$ cat src/rtl/pb_port_pkg.sv
// ----------------------------------------------------------------------------
// pb_port_pkg
// Shared constants and types for the port-bus master: bus widths, read-latency
// limits, FSM state encoding, the latched command payload and a wait helper.
// ----------------------------------------------------------------------------
package pb_port_pkg;

    localparam int unsigned ADDR_W         = 8;
    localparam int unsigned DATA_W         = 8;
    localparam int unsigned RD_LAT_DEFAULT = 1;
    localparam int unsigned RD_LAT_MAX     = 4;
    localparam int unsigned WAIT_CNT_W     = $clog2(RD_LAT_MAX);

    typedef enum logic [2:0] {
        ST_IDLE   = 3'd0,
        ST_SETUP  = 3'd1,
        ST_STROBE = 3'd2,
        ST_WAIT   = 3'd3,
        ST_RESP   = 3'd4
    } pb_state_e;

    // Command captured at the acceptance edge.
    typedef struct packed {
        logic              write;
        logic [ADDR_W-1:0] addr;
        logic [DATA_W-1:0] wdata;
    } pb_cmd_t;

    // True in the final WAIT cycle (the counter starts at 0 on WAIT entry).
    function automatic logic is_last_wait(input logic [WAIT_CNT_W-1:0] cnt,
                                          input int unsigned           lat);
        return cnt == WAIT_CNT_W'(lat - 1);
    endfunction

endpackage

$ cat src/rtl/pb_port_master_if.sv
// ----------------------------------------------------------------------------
// pb_port_master_if
// Bundles the command/response handshake and the peripheral port bus.
//   master : view of pb_port_master (drives cmd_ready, rsp_*, port_id,
//            out_port, strobes; receives cmd_*, rsp_ready, in_port)
//   slave  : opposite view for the requester/peripheral side
// ----------------------------------------------------------------------------
interface pb_port_master_if;
    import pb_port_pkg::*;

    logic              cmd_valid;
    logic              cmd_ready;
    logic              cmd_write;
    logic [ADDR_W-1:0] cmd_addr;
    logic [DATA_W-1:0] cmd_wdata;
    logic              rsp_valid;
    logic              rsp_ready;
    logic [DATA_W-1:0] rsp_rdata;
    logic [ADDR_W-1:0] port_id;
    logic [DATA_W-1:0] out_port;
    logic              write_strobe;
    logic              read_strobe;
    logic [DATA_W-1:0] in_port;

    modport master (
        input  cmd_valid, cmd_write, cmd_addr, cmd_wdata, rsp_ready, in_port,
        output cmd_ready, rsp_valid, rsp_rdata, port_id, out_port,
               write_strobe, read_strobe
    );

    modport slave (
        output cmd_valid, cmd_write, cmd_addr, cmd_wdata, rsp_ready, in_port,
        input  cmd_ready, rsp_valid, rsp_rdata, port_id, out_port,
               write_strobe, read_strobe
    );

endinterface

$ cat src/rtl/pb_irq_sync.sv
// ----------------------------------------------------------------------------
// pb_irq_sync  (built only with PB_PORT_MASTER_IRQ_EN)
// Two-flop synchronizer on the interrupt line plus a sticky pending flag set
// by a rising edge and cleared by acknowledge; a new edge wins over ack.
//   clk, reset       : clock, async active-high reset
//   i_interrupt      : asynchronous interrupt request
//   i_irq_ack        : clears the pending flag
//   o_irq_pending    : sticky pending flag
// ----------------------------------------------------------------------------
`ifdef PB_PORT_MASTER_IRQ_EN
module pb_irq_sync (
    input  logic clk,
    input  logic reset,
    input  logic i_interrupt,
    input  logic i_irq_ack,
    output logic o_irq_pending
);

    logic [1:0] r_sync;
    logic       r_prev;
    logic       r_pending;
    logic       w_rise;

    assign w_rise = r_sync[1] & ~r_prev;

    // Synchronizer, edge history and sticky flag.
    always_ff @(posedge clk or posedge reset) begin
        if (reset) begin
            r_sync    <= '0;
            r_prev    <= 1'b0;
            r_pending <= 1'b0;
        end else begin
            r_sync    <= {r_sync[0], i_interrupt};
            r_prev    <= r_sync[1];
            r_pending <= w_rise | (r_pending & ~i_irq_ack);
        end
    end

    assign o_irq_pending = r_pending;

endmodule
`endif

$ cat src/rtl/pb_port_master.sv
// ----------------------------------------------------------------------------
// pb_port_master
// Turns valid/ready commands into port-bus cycles: SETUP presents port_id and
// out_port, STROBE pulses write_strobe or read_strobe for one cycle, WAIT
// covers READ_LATENCY cycles before in_port is captured, RESP holds the
// response until rsp_ready.
//   parameter READ_LATENCY : 1..4, cycles from read_strobe to in_port capture
//   clk, reset             : clock, async active-high reset
//   bus (master modport)   : cmd_*, rsp_*, port_id, out_port, strobes, in_port
//   interrupt, irq_ack, irq_pending : present only with PB_PORT_MASTER_IRQ_EN
// ----------------------------------------------------------------------------
module pb_port_master
    import pb_port_pkg::*;
#(
    parameter int unsigned READ_LATENCY = RD_LAT_DEFAULT
) (
    input  logic             clk,
    input  logic             reset,
    pb_port_master_if.master bus
`ifdef PB_PORT_MASTER_IRQ_EN
    ,
    input  logic             interrupt,
    input  logic             irq_ack,
    output logic             irq_pending
`endif
);

    pb_state_e             r_state;
    pb_state_e             w_next_state;
    pb_cmd_t               r_cmd;
    logic [WAIT_CNT_W-1:0] r_wait_cnt;

    logic                  r_cmd_ready;
    logic                  r_rsp_valid;
    logic                  r_wr_strobe;
    logic                  r_rd_strobe;
    logic [DATA_W-1:0]     r_rsp_rdata;
    logic [ADDR_W-1:0]     r_port_id;
    logic [DATA_W-1:0]     r_out_port;

    logic                  w_accept;
    logic                  w_wait_done;
    logic                  w_cmd_ready_d;
    logic                  w_rsp_valid_d;
    logic                  w_wr_strobe_d;
    logic                  w_rd_strobe_d;

    assign w_accept    = (r_state == ST_IDLE) && r_cmd_ready && bus.cmd_valid;
    assign w_wait_done = is_last_wait(r_wait_cnt, READ_LATENCY);

    // State register.
    always_ff @(posedge clk or posedge reset) begin
        if (reset) begin
            r_state <= ST_IDLE;
        end else begin
            r_state <= w_next_state;
        end
    end

    // Next-state logic.
    always_comb begin
        w_next_state = r_state;
        case (r_state)
            ST_IDLE:   if (w_accept) w_next_state = ST_SETUP;
            ST_SETUP:  w_next_state = ST_STROBE;
            ST_STROBE: w_next_state = r_cmd.write ? ST_RESP : ST_WAIT;
            ST_WAIT:   if (w_wait_done) w_next_state = ST_RESP;
            ST_RESP:   if (bus.rsp_ready) w_next_state = ST_IDLE;
            default:   w_next_state = ST_IDLE;
        endcase
    end

    // Output decode from the next state so the registered outputs line up
    // with the state they belong to.
    always_comb begin
        w_cmd_ready_d = 1'b0;
        w_rsp_valid_d = 1'b0;
        w_wr_strobe_d = 1'b0;
        w_rd_strobe_d = 1'b0;
        case (w_next_state)
            ST_IDLE:   w_cmd_ready_d = 1'b1;
            ST_STROBE: begin
                w_wr_strobe_d = r_cmd.write;
                w_rd_strobe_d = ~r_cmd.write;
            end
            ST_RESP:   w_rsp_valid_d = 1'b1;
            default:   ;
        endcase
    end

    // Registered outputs, command latch, wait counter and read capture.
    always_ff @(posedge clk or posedge reset) begin
        if (reset) begin
            r_cmd_ready <= 1'b0;
            r_rsp_valid <= 1'b0;
            r_wr_strobe <= 1'b0;
            r_rd_strobe <= 1'b0;
            r_rsp_rdata <= '0;
            r_port_id   <= '0;
            r_out_port  <= '0;
            r_cmd       <= '0;
            r_wait_cnt  <= '0;
        end else begin
            r_cmd_ready <= w_cmd_ready_d;
            r_rsp_valid <= w_rsp_valid_d;
            r_wr_strobe <= w_wr_strobe_d;
            r_rd_strobe <= w_rd_strobe_d;

            // port_id/out_port load with the command and then hold until the
            // next acceptance.
            if (w_accept) begin
                r_cmd.write <= bus.cmd_write;
                r_cmd.addr  <= bus.cmd_addr;
                r_cmd.wdata <= bus.cmd_wdata;
                r_port_id   <= bus.cmd_addr;
                r_out_port  <= bus.cmd_wdata;
            end

            if (r_state == ST_WAIT) begin
                r_wait_cnt <= r_wait_cnt + WAIT_CNT_W'(1);
            end else begin
                r_wait_cnt <= '0;
            end

            // Writes report 0x00; reads sample in_port on the last WAIT edge.
            if (r_state == ST_STROBE && r_cmd.write) begin
                r_rsp_rdata <= '0;
            end else if (r_state == ST_WAIT && w_wait_done) begin
                r_rsp_rdata <= bus.in_port;
            end
        end
    end

    assign bus.cmd_ready    = r_cmd_ready;
    assign bus.rsp_valid    = r_rsp_valid;
    assign bus.rsp_rdata    = r_rsp_rdata;
    assign bus.port_id      = r_port_id;
    assign bus.out_port     = r_out_port;
    assign bus.write_strobe = r_wr_strobe;
    assign bus.read_strobe  = r_rd_strobe;

`ifdef PB_PORT_MASTER_IRQ_EN
    pb_irq_sync u_irq_sync (
        .clk           (clk),
        .reset         (reset),
        .i_interrupt   (interrupt),
        .i_irq_ack     (irq_ack),
        .o_irq_pending (irq_pending)
    );
`endif

endmodule

$ cat src/flat_wrapper.sv
// flat-port wrapper written by rule: the top's interface ports become plain ports
module pb_port_master_flat import pb_port_pkg::*;
#(
    parameter int unsigned READ_LATENCY = RD_LAT_DEFAULT
)
  (clk, reset, bus_cmd_valid, bus_cmd_write, bus_cmd_addr, bus_cmd_wdata, bus_rsp_ready, bus_in_port, bus_cmd_ready, bus_rsp_valid, bus_rsp_rdata, bus_port_id, bus_out_port, bus_write_strobe, bus_read_strobe);
  pb_port_master_if bus_i ();
  input  logic clk;
  input  logic reset;
  input wire logic [$bits(bus_i.cmd_valid)-1:0] bus_cmd_valid;
  input wire logic [$bits(bus_i.cmd_write)-1:0] bus_cmd_write;
  input wire logic [$bits(bus_i.cmd_addr)-1:0] bus_cmd_addr;
  input wire logic [$bits(bus_i.cmd_wdata)-1:0] bus_cmd_wdata;
  input wire logic [$bits(bus_i.rsp_ready)-1:0] bus_rsp_ready;
  input wire logic [$bits(bus_i.in_port)-1:0] bus_in_port;
  output wire logic [$bits(bus_i.cmd_ready)-1:0] bus_cmd_ready;
  output wire logic [$bits(bus_i.rsp_valid)-1:0] bus_rsp_valid;
  output wire logic [$bits(bus_i.rsp_rdata)-1:0] bus_rsp_rdata;
  output wire logic [$bits(bus_i.port_id)-1:0] bus_port_id;
  output wire logic [$bits(bus_i.out_port)-1:0] bus_out_port;
  output wire logic [$bits(bus_i.write_strobe)-1:0] bus_write_strobe;
  output wire logic [$bits(bus_i.read_strobe)-1:0] bus_read_strobe;
  assign bus_i.cmd_valid = bus_cmd_valid;
  assign bus_i.cmd_write = bus_cmd_write;
  assign bus_i.cmd_addr = bus_cmd_addr;
  assign bus_i.cmd_wdata = bus_cmd_wdata;
  assign bus_i.rsp_ready = bus_rsp_ready;
  assign bus_i.in_port = bus_in_port;
  assign bus_cmd_ready = bus_i.cmd_ready;
  assign bus_rsp_valid = bus_i.rsp_valid;
  assign bus_rsp_rdata = bus_i.rsp_rdata;
  assign bus_port_id = bus_i.port_id;
  assign bus_out_port = bus_i.out_port;
  assign bus_write_strobe = bus_i.write_strobe;
  assign bus_read_strobe = bus_i.read_strobe;
  pb_port_master #(.READ_LATENCY(READ_LATENCY)) u_core (.clk(clk), .reset(reset), .bus(bus_i));
endmodule
$ cat config.mk
export PLATFORM = sky130hd
export DESIGN_NAME = pb_port_master_flat
export DESIGN_NICKNAME = d
export VERILOG_FILES = /design/src/rtl/pb_port_pkg.sv /design/src/rtl/pb_port_master_if.sv /design/src/rtl/pb_irq_sync.sv /design/src/rtl/pb_port_master.sv /design/src/flat_wrapper.sv
export SDC_FILE = /design/constraint.sdc
export NUM_CORES = 1
export LEC_CHECK = 0
export BUFFER_PORTS_ARGS = -buffer_cell sky130_fd_sc_hd__buf_2
export CAP_MARGIN = 20
export CORE_MARGIN = 3
export CORE_UTILIZATION = 44
export CTS_BUF_LIST = sky130_fd_sc_hd__clkbuf_8
export CTS_CLUSTER_DIAMETER = 40
export DETAILED_ROUTE_END_ITERATION = 8
export PLACE_DENSITY = 0.86
export SETUP_SLACK_MARGIN = 0.4
export SYNTH_ARGS = -nofsm -noshare
export SYNTH_HDL_FRONTEND = slang
export SYNTH_HIERARCHICAL = 1
export SYNTH_SLANG_ARGS = --single-unit
export TNS_END_PERCENT = 10
$ cat constraint.sdc
create_clock -name clk -period 1.8 [get_ports clk]
set_input_delay 0.18 -clock clk [delete_from_list [all_inputs] [get_ports clk]]
set_output_delay 0.18 -clock clk [all_outputs]
set_load 0.005 [all_outputs]
==> flow_summary.yaml <==
outcome:
  status: "completed"
setup_path:
  max_stage_delay_ns: 0.43
  crit_required_ns: 1.96
  cp_slowest_cell: "dfrtp_2"
  cp_max_fo: 4
  worst-path-buf-inv: 2
  crit_path_start_kind: "flop"
  path_delay_family: "flip-flops"
  criticalPathCategory: "flop to flop"
  arrival_ns: 1.69
  path_cells: "nor4_4 -> buf_4 -> clkbuf_16 -> mux2_4"
  cp-end-kind: "flop"
synthesis:
  postSynthNetCount: 117
  synthArstFlopShare_pct: 100.0
  synth_most_common_cell: "dfrtp_1"
  ys_dominant_reg_cell: "dfrtp_1"
  synth_common_cells: "dfrtp_1, mux2_2, a22o_1, mux2_4"
  synth_top_area_share_pct: 62.67
  synth_area_mm2: 0.001358
  synth_edf_count: 0
  seq_area_frac_synth_pct: 62.67
  ys_warn_count: 6
  yosys.area.top_type: "dfrtp_1"
  synth_seq_cells: 34
  syn_inst: 87
  syn_area_per_cell_um2: 15.60
  synthDistinctLibCells: 22
  ys_top_cells_by_area: "dfrtp_1, mux2_4, mux2_2"
cells_and_area:
  finish.net_count: 191
  drive_gt1_share_pct: 64.81
  synthToLayoutAreaGrowth_pct: 47.56
  instances_no_fill: 193
  antenna_cells: 0
detailed_routing:
  via_per_inst: 5.202
  antenna_left: 0
  dr.pass1.iters: 4
  drt_iter0_markers: 48
  routedWlPerCell_um: 16.37
  drc: 0
  via_count: 1004
  wl_um: 3160
clock_network:
  clock-sinks: 34
  cts_made_buffers: 5
  clk_latency_ns: 0.28
  clockRootBuffer: "clkbuf_8"
  clockBufferDepth: 2
  cts_max_level: 2
  clk_pin_slew_ns: 0.07
  cts_tree: "done"
floorplan:
  dieArea_mm2: 0.003788
  core_region_area_mm2: 0.002853
  die_w_um: 61.55
  initial_core_util_pct: 47.59
  die_y_um: 61.55
  rows: 19
  design.portCount: 57
placement:
  gp_congestion: 0.7563
  dp_hpwl_um: 2020
  placed_cells: 172
  port_buffers: 56
min_path:
  hp-class: "input pin to flop"
power:
  power.density_mw_per_mm2: 1790
  p_leak_nw: 1.041
  finalPower_w: 0.003587
  vdd.ir_drop.worst_mv: 0.9555
sta:
  rsz0062_at_grt: "true"
  relSlewSlack_pct: 72.29
  fin_crit_sh_pct: 84.77
  fin_setup_tns_ns: 0
  fin_crit_ns: 1.526
  setup_viol: 0
  max_freq_mhz: 655.4
  finalHoldWorstSlack_ns: 0.1205
  tightest_slew_ns: 0.4156
  skew_ns: 0.005255
  final-hold-violation-count: 0
  slew_violations: 0
job:
  drv_cap: 0
global_routing:
  grt_pass1_vias: 1021
  track_usage_pct: 16.02
  grt_max_degree: 35
  grt_pass1_wl_um: 4381
  antenna_found_initial: 0
  overflow: 0
[cells by family (layout without fill, tap and decap cells)]
kind of cell | count (synthesis) | count (layout) | synth area share, %
mux | 18 | 18 | 17.14
buf+inv | 7 | 82 | 3.686
flops | 34 | 34 | 62.67
fa+ha+maj | 1 | 1 | 0.9215
simple gates | 17 | 17 | 9.217
compound gates | 10 | 10 | 6.360
[state kept, by name, summed over array words and instances (netlist names)]
register,flops
u_core/bus.port_id,8
u_core/bus.out_port,8
u_core/bus.rsp_valid,1
u_core/bus.read_strobe,1
u_core/bus.write_strobe,1
u_core/r_wait_cnt,2
u_core/bus.rsp_rdata,8
u_core/r_state,3
u_core/r_cmd,1
u_core/bus.cmd_ready,1
[cell type report]
class / count / area (um2)
sequential: 34 / 853.3
fill: 187 / 849.6
multi-input combinational: 46 / 506.7
timing repair buffer: 71 / 450.4
clock buffer: 6 / 82.58
clock inverter: 2 / 60.06
tap: 31 / 38.79
inverter: 3 / 11.26
[cell usage in the layout, fill, tap and decap left out, types with 2 or more instances in the layout]
cell       count
clkbuf_8       6
dfrtp_2        2
inv_1          3
mux2_4        17
nor3b_1        2
buf_2         56
dfrtp_1       32
nand2_1        2
buf_4         11
a22o_1         8
bufinv_16      2
[metal layers]
layer  track usage (%)  vias up  share of wire (%)
met5                 0        -                  0
met4             7.576        0                1.0
met3             6.289        7                7.0
met2             26.61       49                 54
met1             17.98      489                 38
li1                  -      459                  -
[final timing paths]
kind,from,end,slack [ns],cells after the start
setup reg to reg,u_core/r_state[0]$_DFF_PP0_,u_core/bus.port_id[2]$_DFFE_PP0P_,0.27,4
max in group asynchronous,reset,u_core/r_state[1]$_DFF_PP0_,0.92,4
setup / recovery,u_core/r_state[0]$_DFF_PP0_,u_core/bus.port_id[2]$_DFFE_PP0P_,0.27,4
hold reg to reg,u_core/r_wait_cnt[0]$_DFF_PP0_,u_core/r_wait_cnt[0]$_DFF_PP0_,0.47,1
hold / removal,bus_in_port[2],u_core/bus.rsp_rdata[2]$_DFFE_PP0P_,0.12,2
min in group asynchronous,reset,u_core/bus.out_port[2]$_DFFE_PP0P_,0.55,4
[repair_timing]
item,CTS,global route
cloned,1,1
pin swaps,1,1
setup buffers,7,3
resized for setup,3,13
hold buffers,1,0
endpoints found under the hold margin,13,0
setup endpoints to repair,28,28
[worst reg2reg max path: cells and delay by family (launching register included)]
kind | cells | cell delay (ns)
simple gates | 1 | 0.33
buf+inv | 2 | 0.36
mux | 1 | 0.30
flops | 1 | 0.43
[power by group]
| group | leakage [nW] | internal, W | switching [W] |
|---|---|---|---|
| Sequential | 0.423 | 0.00110 | 0.000214 |
| Combinational | 0.547 | 0.000921 | 0.000501 |
| Clock | 0.0714 | 0.000590 | 0.000262 |
[stage by stage]
step                setup WS [ns]  instance area [um2]  utilization, %
finish                     0.2742                 2003           70.22
global route               0.2296                 2003           70.22
CTS                        0.2904                 1908           66.89
detailed placement         0.2137                 1665           58.38
global placement           0.2859                 1665           58.38
floorplan                  0.1353                 1358               -
Note: power is estimated with default switching activity, not from simulation.
